`src/rtl/mmio_bridge.sv`:
```
// mmio_bridge: data-memory bridge between the processor dmem port and RAM.
// Decodes a 256-word MMIO window at MMIO_BASE that holds debounced buttons,
// an optional PS/2 scancode FIFO and N_OUT writable output registers. Loads
// from either source return data one cycle after the request.
//
// Optional feature macro: MMIO_KB_FIFO_EN (scancode FIFO at offsets 2 and 3).
//
// Ports:
//   clock, reset        system clock, synchronous active-low reset
//   wren, ren           processor store / load strobes
//   address_dmem, data  processor word address and store data
//   q_dmem              load data (valid the cycle after ren)
//   ram_wEn, ram_addr, ram_dataIn, ram_dataOut   RAM port
//   btn_raw             asynchronous button inputs
//   kb_data, kb_valid   PS/2 scancode and its one-cycle strobe
//   out_regs            output registers, channel k at [k*DATA_W +: DATA_W]
module mmio_bridge #(
  parameter int ADDR_W = 12,
  parameter int DATA_W = 32,
  parameter logic [ADDR_W-1:0] MMIO_BASE = 12'hF00,
  parameter int N_BTN = 4,
  parameter int DEBOUNCE_CYCLES = 1000000,
  parameter int FIFO_DEPTH = 8,
  parameter int N_OUT = 4
) (
  input  logic                      clock,
  input  logic                      reset,
  input  logic                      wren,
  input  logic                      ren,
  input  logic [ADDR_W-1:0]         address_dmem,
  input  logic [DATA_W-1:0]         data,
  output logic [DATA_W-1:0]         q_dmem,
  output logic                      ram_wEn,
  output logic [ADDR_W-1:0]         ram_addr,
  output logic [DATA_W-1:0]         ram_dataIn,
  input  logic [DATA_W-1:0]         ram_dataOut,
  input  logic [N_BTN-1:0]          btn_raw,
  input  logic [7:0]                kb_data,
  input  logic                      kb_valid,
  output logic [N_OUT*DATA_W-1:0]   out_regs
);

  localparam int CW = $clog2(DEBOUNCE_CYCLES + 1);
  localparam logic [CW-1:0] CNT_LAST = CW'(DEBOUNCE_CYCLES - 1);

  logic [ADDR_W-1:0] offset;
  logic [31:0]       off_i;
  logic              is_mmio;
  logic              rd_fire;
  logic              wr_mmio;
  logic [DATA_W-1:0] rdata;
  logic [DATA_W-1:0] rd_q;
  logic              sel_ram;

  assign offset   = address_dmem - MMIO_BASE;
  assign off_i    = 32'(offset);
  assign is_mmio  = (address_dmem >= MMIO_BASE) && (off_i < 32'd256);
  // Read side effects only apply to pure loads.
  assign rd_fire  = ren & ~wren & is_mmio;
  assign wr_mmio  = wren & is_mmio;

  assign ram_addr   = address_dmem;
  assign ram_dataIn = data;
  assign ram_wEn    = wren & ~is_mmio;

  // Buttons: 2-flop synchronizer, then per-channel stability counter.
  logic [N_BTN-1:0] sync1, sync2, level, edges, rise;
  logic [CW-1:0]    cnt [N_BTN];
  logic             clr_edge;

  assign clr_edge = rd_fire && (off_i == 32'd1);

  always_comb begin
    rise = '0;
    for (int unsigned k = 0; k < N_BTN; k++)
      rise[k] = (sync2[k] != level[k]) && (cnt[k] == CNT_LAST) && !level[k];
  end

  always_ff @(posedge clock) begin
    if (!reset) begin
      sync1 <= '0;
      sync2 <= '0;
      level <= '0;
      edges <= '0;
      for (int unsigned k = 0; k < N_BTN; k++) cnt[k] <= '0;
    end else begin
      sync1 <= btn_raw;
      sync2 <= sync1;
      for (int unsigned k = 0; k < N_BTN; k++) begin
        if (sync2[k] == level[k]) begin
          cnt[k] <= '0;
        end else if (cnt[k] == CNT_LAST) begin
          cnt[k]   <= '0;
          level[k] <= ~level[k];
        end else begin
          cnt[k] <= cnt[k] + CW'(1);
        end
      end
      // A new edge in the clearing cycle survives; all other bits clear.
      edges <= (edges & ~{N_BTN{clr_edge}}) | rise;
    end
  end

`ifdef MMIO_KB_FIFO_EN
  localparam int PW = (FIFO_DEPTH > 1) ? $clog2(FIFO_DEPTH) : 1;

  logic [7:0]  fifo_mem [FIFO_DEPTH];
  logic [PW-1:0] wr_ptr, rd_ptr;
  logic [PW:0]   kb_count;
  logic          kb_ovf, kb_full, kb_empty, kb_pop, kb_push, ovf_set, clr_ovf;

  assign kb_full  = (kb_count == (PW+1)'(FIFO_DEPTH));
  assign kb_empty = (kb_count == '0);
  assign kb_pop   = rd_fire && (off_i == 32'd3) && !kb_empty;
  // A pop in the same cycle frees the slot for a push into a full FIFO.
  assign kb_push  = kb_valid && (!kb_full || kb_pop);
  assign ovf_set  = kb_valid && kb_full && !kb_pop;
  assign clr_ovf  = rd_fire && (off_i == 32'd2);

  always_ff @(posedge clock) begin
    if (kb_push) fifo_mem[wr_ptr] <= kb_data;
  end

  always_ff @(posedge clock) begin
    if (!reset) begin
      wr_ptr   <= '0;
      rd_ptr   <= '0;
      kb_count <= '0;
      kb_ovf   <= 1'b0;
    end else begin
      if (kb_push) wr_ptr <= wr_ptr + PW'(1);
      if (kb_pop)  rd_ptr <= rd_ptr + PW'(1);
      if (kb_push && !kb_pop)      kb_count <= kb_count + (PW+1)'(1);
      else if (kb_pop && !kb_push) kb_count <= kb_count - (PW+1)'(1);
      if (ovf_set)      kb_ovf <= 1'b1;
      else if (clr_ovf) kb_ovf <= 1'b0;
    end
  end
`else
  logic kb_unused;
  assign kb_unused = ^{kb_data, kb_valid};
`endif

  // Output registers.
  always_ff @(posedge clock) begin
    if (!reset) begin
      out_regs <= '0;
    end else begin
      for (int unsigned k = 0; k < N_OUT; k++)
        if (wr_mmio && (off_i == 32'(4 + k)))
          out_regs[k*DATA_W +: DATA_W] <= data;
    end
  end

  // MMIO read mux.
  always_comb begin
    rdata = '0;
    case (off_i)
      32'd0: rdata[N_BTN-1:0] = level;
      32'd1: rdata[N_BTN-1:0] = edges;
`ifdef MMIO_KB_FIFO_EN
      32'd2: begin
        rdata[0]    = !kb_empty;
        rdata[1]    = kb_full;
        rdata[2]    = kb_ovf;
        rdata[15:8] = 8'(kb_count);
      end
      32'd3: if (!kb_empty) rdata[7:0] = fifo_mem[rd_ptr];
`endif
      default: begin
        for (int unsigned k = 0; k < N_OUT; k++)
          if (off_i == 32'(4 + k)) rdata = out_regs[k*DATA_W +: DATA_W];
      end
    endcase
  end

  // Load path: MMIO data is registered; RAM data is steered by a select flop.
  always_ff @(posedge clock) begin
    if (!reset) begin
      sel_ram <= 1'b0;
      rd_q    <= '0;
    end else if (ren) begin
      sel_ram <= ~is_mmio;
      rd_q    <= is_mmio ? rdata : '0;
    end
  end

  assign q_dmem = sel_ram ? ram_dataOut : rd_q;

endmodule

```
`config.mk`:
```
export PLATFORM = sky130hd
export DESIGN_NAME = mmio_bridge
export DESIGN_NICKNAME = d
export VERILOG_FILES = /design/src/rtl/mmio_bridge.sv
export SDC_FILE = /design/constraint.sdc
export NUM_CORES = 1
export LEC_CHECK = 0
export ABC_AREA = 1
export ABC_CLOCK_PERIOD_IN_PS = 3550
export CAP_MARGIN = 10
export CORE_UTILIZATION = 55
export DETAILED_ROUTE_END_ITERATION = 7
export PLACE_DENSITY = 0.92
export SYNTH_ARGS = -nofsm -noshare
export SYNTH_HDL_FRONTEND = slang
export SYNTH_SLANG_ARGS = --single-unit
```
`constraint.sdc`:
```
create_clock -name clock -period 3.55 [get_ports clock]
set_input_delay 0.71 -clock clock [delete_from_list [all_inputs] [get_ports clock]]
set_output_delay 0.71 -clock clock [all_outputs]
set_load 0.005 [all_outputs]
```
==> results.md <==
- Run status: completed
- Setup TNS: 0 ns
- Final cycle utilization of the critical path: 81.7%
- Kind of capture point of the worst setup path: output pin
- Ordered list of cells on the worst path: inv_1 -> buf_4 -> nand2_1 -> nand2_1 -> clkdlybuf4s50_1
- Clk pin slew, worst setup/hold paths: 0.06 ns
- Height of the chip: 154 um
- CP Data Required Time: 2.84 ns
- Clock network latency to the later pin of the worst-skew pair: 0.54 ns
- Worst-Margin Slew: 0.803 ns
- Tmin final: 2.90 ns
- Final Total Pwr: 6.33 mW
- Post-CTS repair timing setup buffer count: 0
- Final non-filler cell area: 16600 um2
- Core outline area: 22600 um2
- Switch share: 22.8%
- Clock sink count: 257
- DRC violation count after routing: 0
- Crit-path max FO: 26
- Resize count post-CTS: 0
- Endpoint arrival time on the critical path: 2.19 ns
- Routed wire length per instance: 16.8 um
- Number of I/O port buffers: 288
- Share of the yosys chip area belonging to registers: 46.8%
- First-pass iteration count of the detailed router: 6
- GRT Residual Overflow: 0
- Starting utilization of the core area: 56.2%
- Ratio of cells with drive above 1 in the final layout: 4.31%
- WS Path Type: flip-flop to output pin
- Yosys cell types: 36
- Peak supply drop: 0.000326 V
- Summed instance area of the synthesized netlist: 12700 um2
- Count of yosys warnings during synthesis: 0
- Clock skew after layout: 0.0140 ns
- Tot GR Track Use: 32.4%
- Portion of total power attributed to the clock network: 43.3%
- Slowest Stage Delay on Critical Path: 0.50 ns
- Max stage delay cell, worst path: sky130_fd_sc_hd__clkdlybuf4s50_1
- Total power per unit cell area: 382 nW/um2
- Routability congestion estimate: 0.926
- RSZ-0062 raised after global routing: false
- Total count of max-transition violations in the final report: 0
- H-tree level count: 1
- Wire length of the first global-routing pass: 61.5 mm
- Starting DRT DRC Count: 1068
- Antenna violations before repair: 0
- Slew headroom: 46.3%
- Dpl hpwl: 26.5 mm
- Relative contribution of combinational cells to total power: 7.5%
- Total of flip-flops plus latches after synthesis: 257
- Area added between synthesis and finish: 30.3%
- Cts bufs inserted: 27
- Worst-case clock buffer depth: 3
- Class of the worst hold path: flip-flop to flip-flop
- Sequential power share: 49.2%
- Via count of the first global-routing pass: 12381
- Largest net degree at the start of global routing: 79
- Hold buffer count at CTS: 0
- Leak: 6.37 nW
- Standard-cell rows: 55
- Startpoint types: flip-flop
- Count of vias placed by the detailed router: 12672
- Number of routed nets with antenna violations: 0
- Vias per cell: 5.50
- Buffer cell driving the clock tree root: sky130_fd_sc_hd__clkbuf_16
- Number of max-capacitance violations reported: 0
- Number of setup violations in the final report: 0
- Number of top-level design ports: 298
- Worst path most repeated cell: sky130_fd_sc_hd__nand2_1
- Total detailed-routing wirelength: 38.6 mm
- Area enclosed by the die boundary: 23700 um2
- CTS tree: built
- Switching pwr: 1.44 mW
- Number of hold violations in the final report: 0
- Number of cells produced by synthesis: 1714
- Worst slack at placement: 0.532 ns
- Worst Slack Setup Final: 0.649 ns
- Fmax: 0.345 GHz
- Overall die width: 154 um
- Mean post-synth cell area: 7.42 um2
- Net count reported at finish: 2098
- Internal power contribution: 4.88 mW
- ANT cells: 0
- Total placed instance area: 15700 um2
-- power by group through the flow --
stage	combinational, mW	clock, mW	sequential [mW]
floorplan	0.235	0	3.16
global placement	0.451	0	3.17
detailed placement	0.460	0	3.18
CTS	0.465	2.74	3.11
global route	0.514	2.85	3.12
finish	0.474	2.74	3.11
-- state kept, by name, summed over array words and instances (netlist names) --
name	cells
sel_ram	1
rd_q	32
level	4
cnt	80
edges	4
sync2	4
out_regs	128
sync1	4
-- cell usage after synthesis --
library cell	count	area, um2
sky130_fd_sc_hd__nand2_1	362	1360
sky130_fd_sc_hd__inv_1	223	837
sky130_fd_sc_hd__a21oi_1	221	1110
sky130_fd_sc_hd__dfxtp_1	177	3540
sky130_fd_sc_hd__nor2_1	136	510
sky130_fd_sc_hd__nand3_1	92	460
sky130_fd_sc_hd__o21ai_0	86	430
sky130_fd_sc_hd__edfxtp_1	80	2400
sky130_fd_sc_hd__clkbuf_1	58	218
sky130_fd_sc_hd__o21ai_1	50	250
sky130_fd_sc_hd__buf_4	49	368
sky130_fd_sc_hd__o211ai_1	29	218
sky130_fd_sc_hd__nor3_1	28	140
sky130_fd_sc_hd__xor2_1	26	228
sky130_fd_sc_hd__nand4_1	25	156
sky130_fd_sc_hd__buf_2	15	75.1
sky130_fd_sc_hd__xnor2_1	11	96.3
sky130_fd_sc_hd__or2_2	7	43.8
sky130_fd_sc_hd__inv_2	6	22.5
sky130_fd_sc_hd__buf_1	4	15.0
sky130_fd_sc_hd__ha_1	4	50.1
sky130_fd_sc_hd__nor2_2	4	25.0
sky130_fd_sc_hd__buf_6	3	33.8
sky130_fd_sc_hd__nand3b_1	3	22.5
sky130_fd_sc_hd__nand2_2	2	12.5
sky130_fd_sc_hd__nor3b_1	2	15.0
sky130_fd_sc_hd__or2_0	2	12.5
sky130_fd_sc_hd__a211oi_1	1	7.51
sky130_fd_sc_hd__a21o_1	1	7.51
sky130_fd_sc_hd__a31oi_1	1	6.26
sky130_fd_sc_hd__and3_1	1	6.26
sky130_fd_sc_hd__conb_1	1	3.75
sky130_fd_sc_hd__nor2_4	1	11.3
sky130_fd_sc_hd__nor3_2	1	10.0
sky130_fd_sc_hd__nor4_1	1	6.26
sky130_fd_sc_hd__or2_1	1	6.26
-- layout by cell type, fill, tap and decap left out, types with 11 or more instances in the layout --
cell | Yosys | routed
sky130_fd_sc_hd__nand4_1 | 25 | 25
sky130_fd_sc_hd__conb_1 | 1 | 80
sky130_fd_sc_hd__nor3_1 | 28 | 28
sky130_fd_sc_hd__xnor2_1 | 11 | 11
sky130_fd_sc_hd__dfxtp_1 | 177 | 177
sky130_fd_sc_hd__clkdlybuf4s50_1 | 0 | 287
sky130_fd_sc_hd__edfxtp_1 | 80 | 80
sky130_fd_sc_hd__o21ai_0 | 86 | 86
sky130_fd_sc_hd__o211ai_1 | 29 | 29
sky130_fd_sc_hd__a21oi_1 | 221 | 221
sky130_fd_sc_hd__nand2_1 | 362 | 359
sky130_fd_sc_hd__nor2_1 | 136 | 133
sky130_fd_sc_hd__buf_4 | 49 | 20
sky130_fd_sc_hd__xor2_1 | 26 | 26
sky130_fd_sc_hd__inv_1 | 223 | 223
sky130_fd_sc_hd__nand3_1 | 92 | 91
sky130_fd_sc_hd__clkbuf_16 | 0 | 27
sky130_fd_sc_hd__o21ai_1 | 50 | 50
-- critical path: cells and delay by family (launching register included) --
kind / cells / cell delay, ns
buffers and inverters: 3 / 1.06
DFF: 1 / 0.31
and+or+nand+nor: 2 / 0.30
-- path summary, 6_finish.rpt --
check	start	to	slack [ns]	cells after the start
max reg2reg	cnt[3][0]$_SDFFCE_PN0P_	cnt[3][7]$_SDFFCE_PN0P_	1.16	8
max	sel_ram$_SDFFE_PN0P_	q_dmem[11]	0.65	5
min reg2reg	sync1[2]$_SDFF_PN0_	sync2[2]$_SDFF_PN0_	0.43	2
min	sync1[2]$_SDFF_PN0_	sync2[2]$_SDFF_PN0_	0.43	2
-- cell type report --
type                    count  area (um2)
fillers                  1614        6070
inverters                 229         860
multi-input cells        1178        5520
repair buffers            308        3040
well taps                 285         357
clock buffers              37         737
flip-flops and latches    257        5950
clock inverters            11         108
-- stage by stage --
stage | hold WS, ns | cells | utilization (%)
after floorplan | 0.390 | 1793 | -
after global placement | 0.433 | 2257 | 69.5
after detailed placement | 0.428 | 2257 | 69.5
after CTS | 0.438 | 2305 | 73.2
after global routing | 0.463 | 2305 | 73.2
final | 0.431 | 2305 | 73.2
-- per-layer routing --
metal  track usage, %  vias to the layer above  wire (um)
met5                0                        -          0
met4             17.2                        0       1920
met3             6.31                      130       3410
met2             56.0                      664      18600
met1             37.9                     5856      14700
li1                 -                     6022          -
-- kinds of logic after synthesis --
family	count (synthesis)	share of synthesized area [%]
xor+xnor	37	2.55
buf+inv	358	12.3
simple gates	668	22.0
other cells	1	0.0295
compound gates	389	15.9
fa+ha+maj	4	0.394
flops	257	46.8
Note: power is estimated with default switching activity, not from simulation.
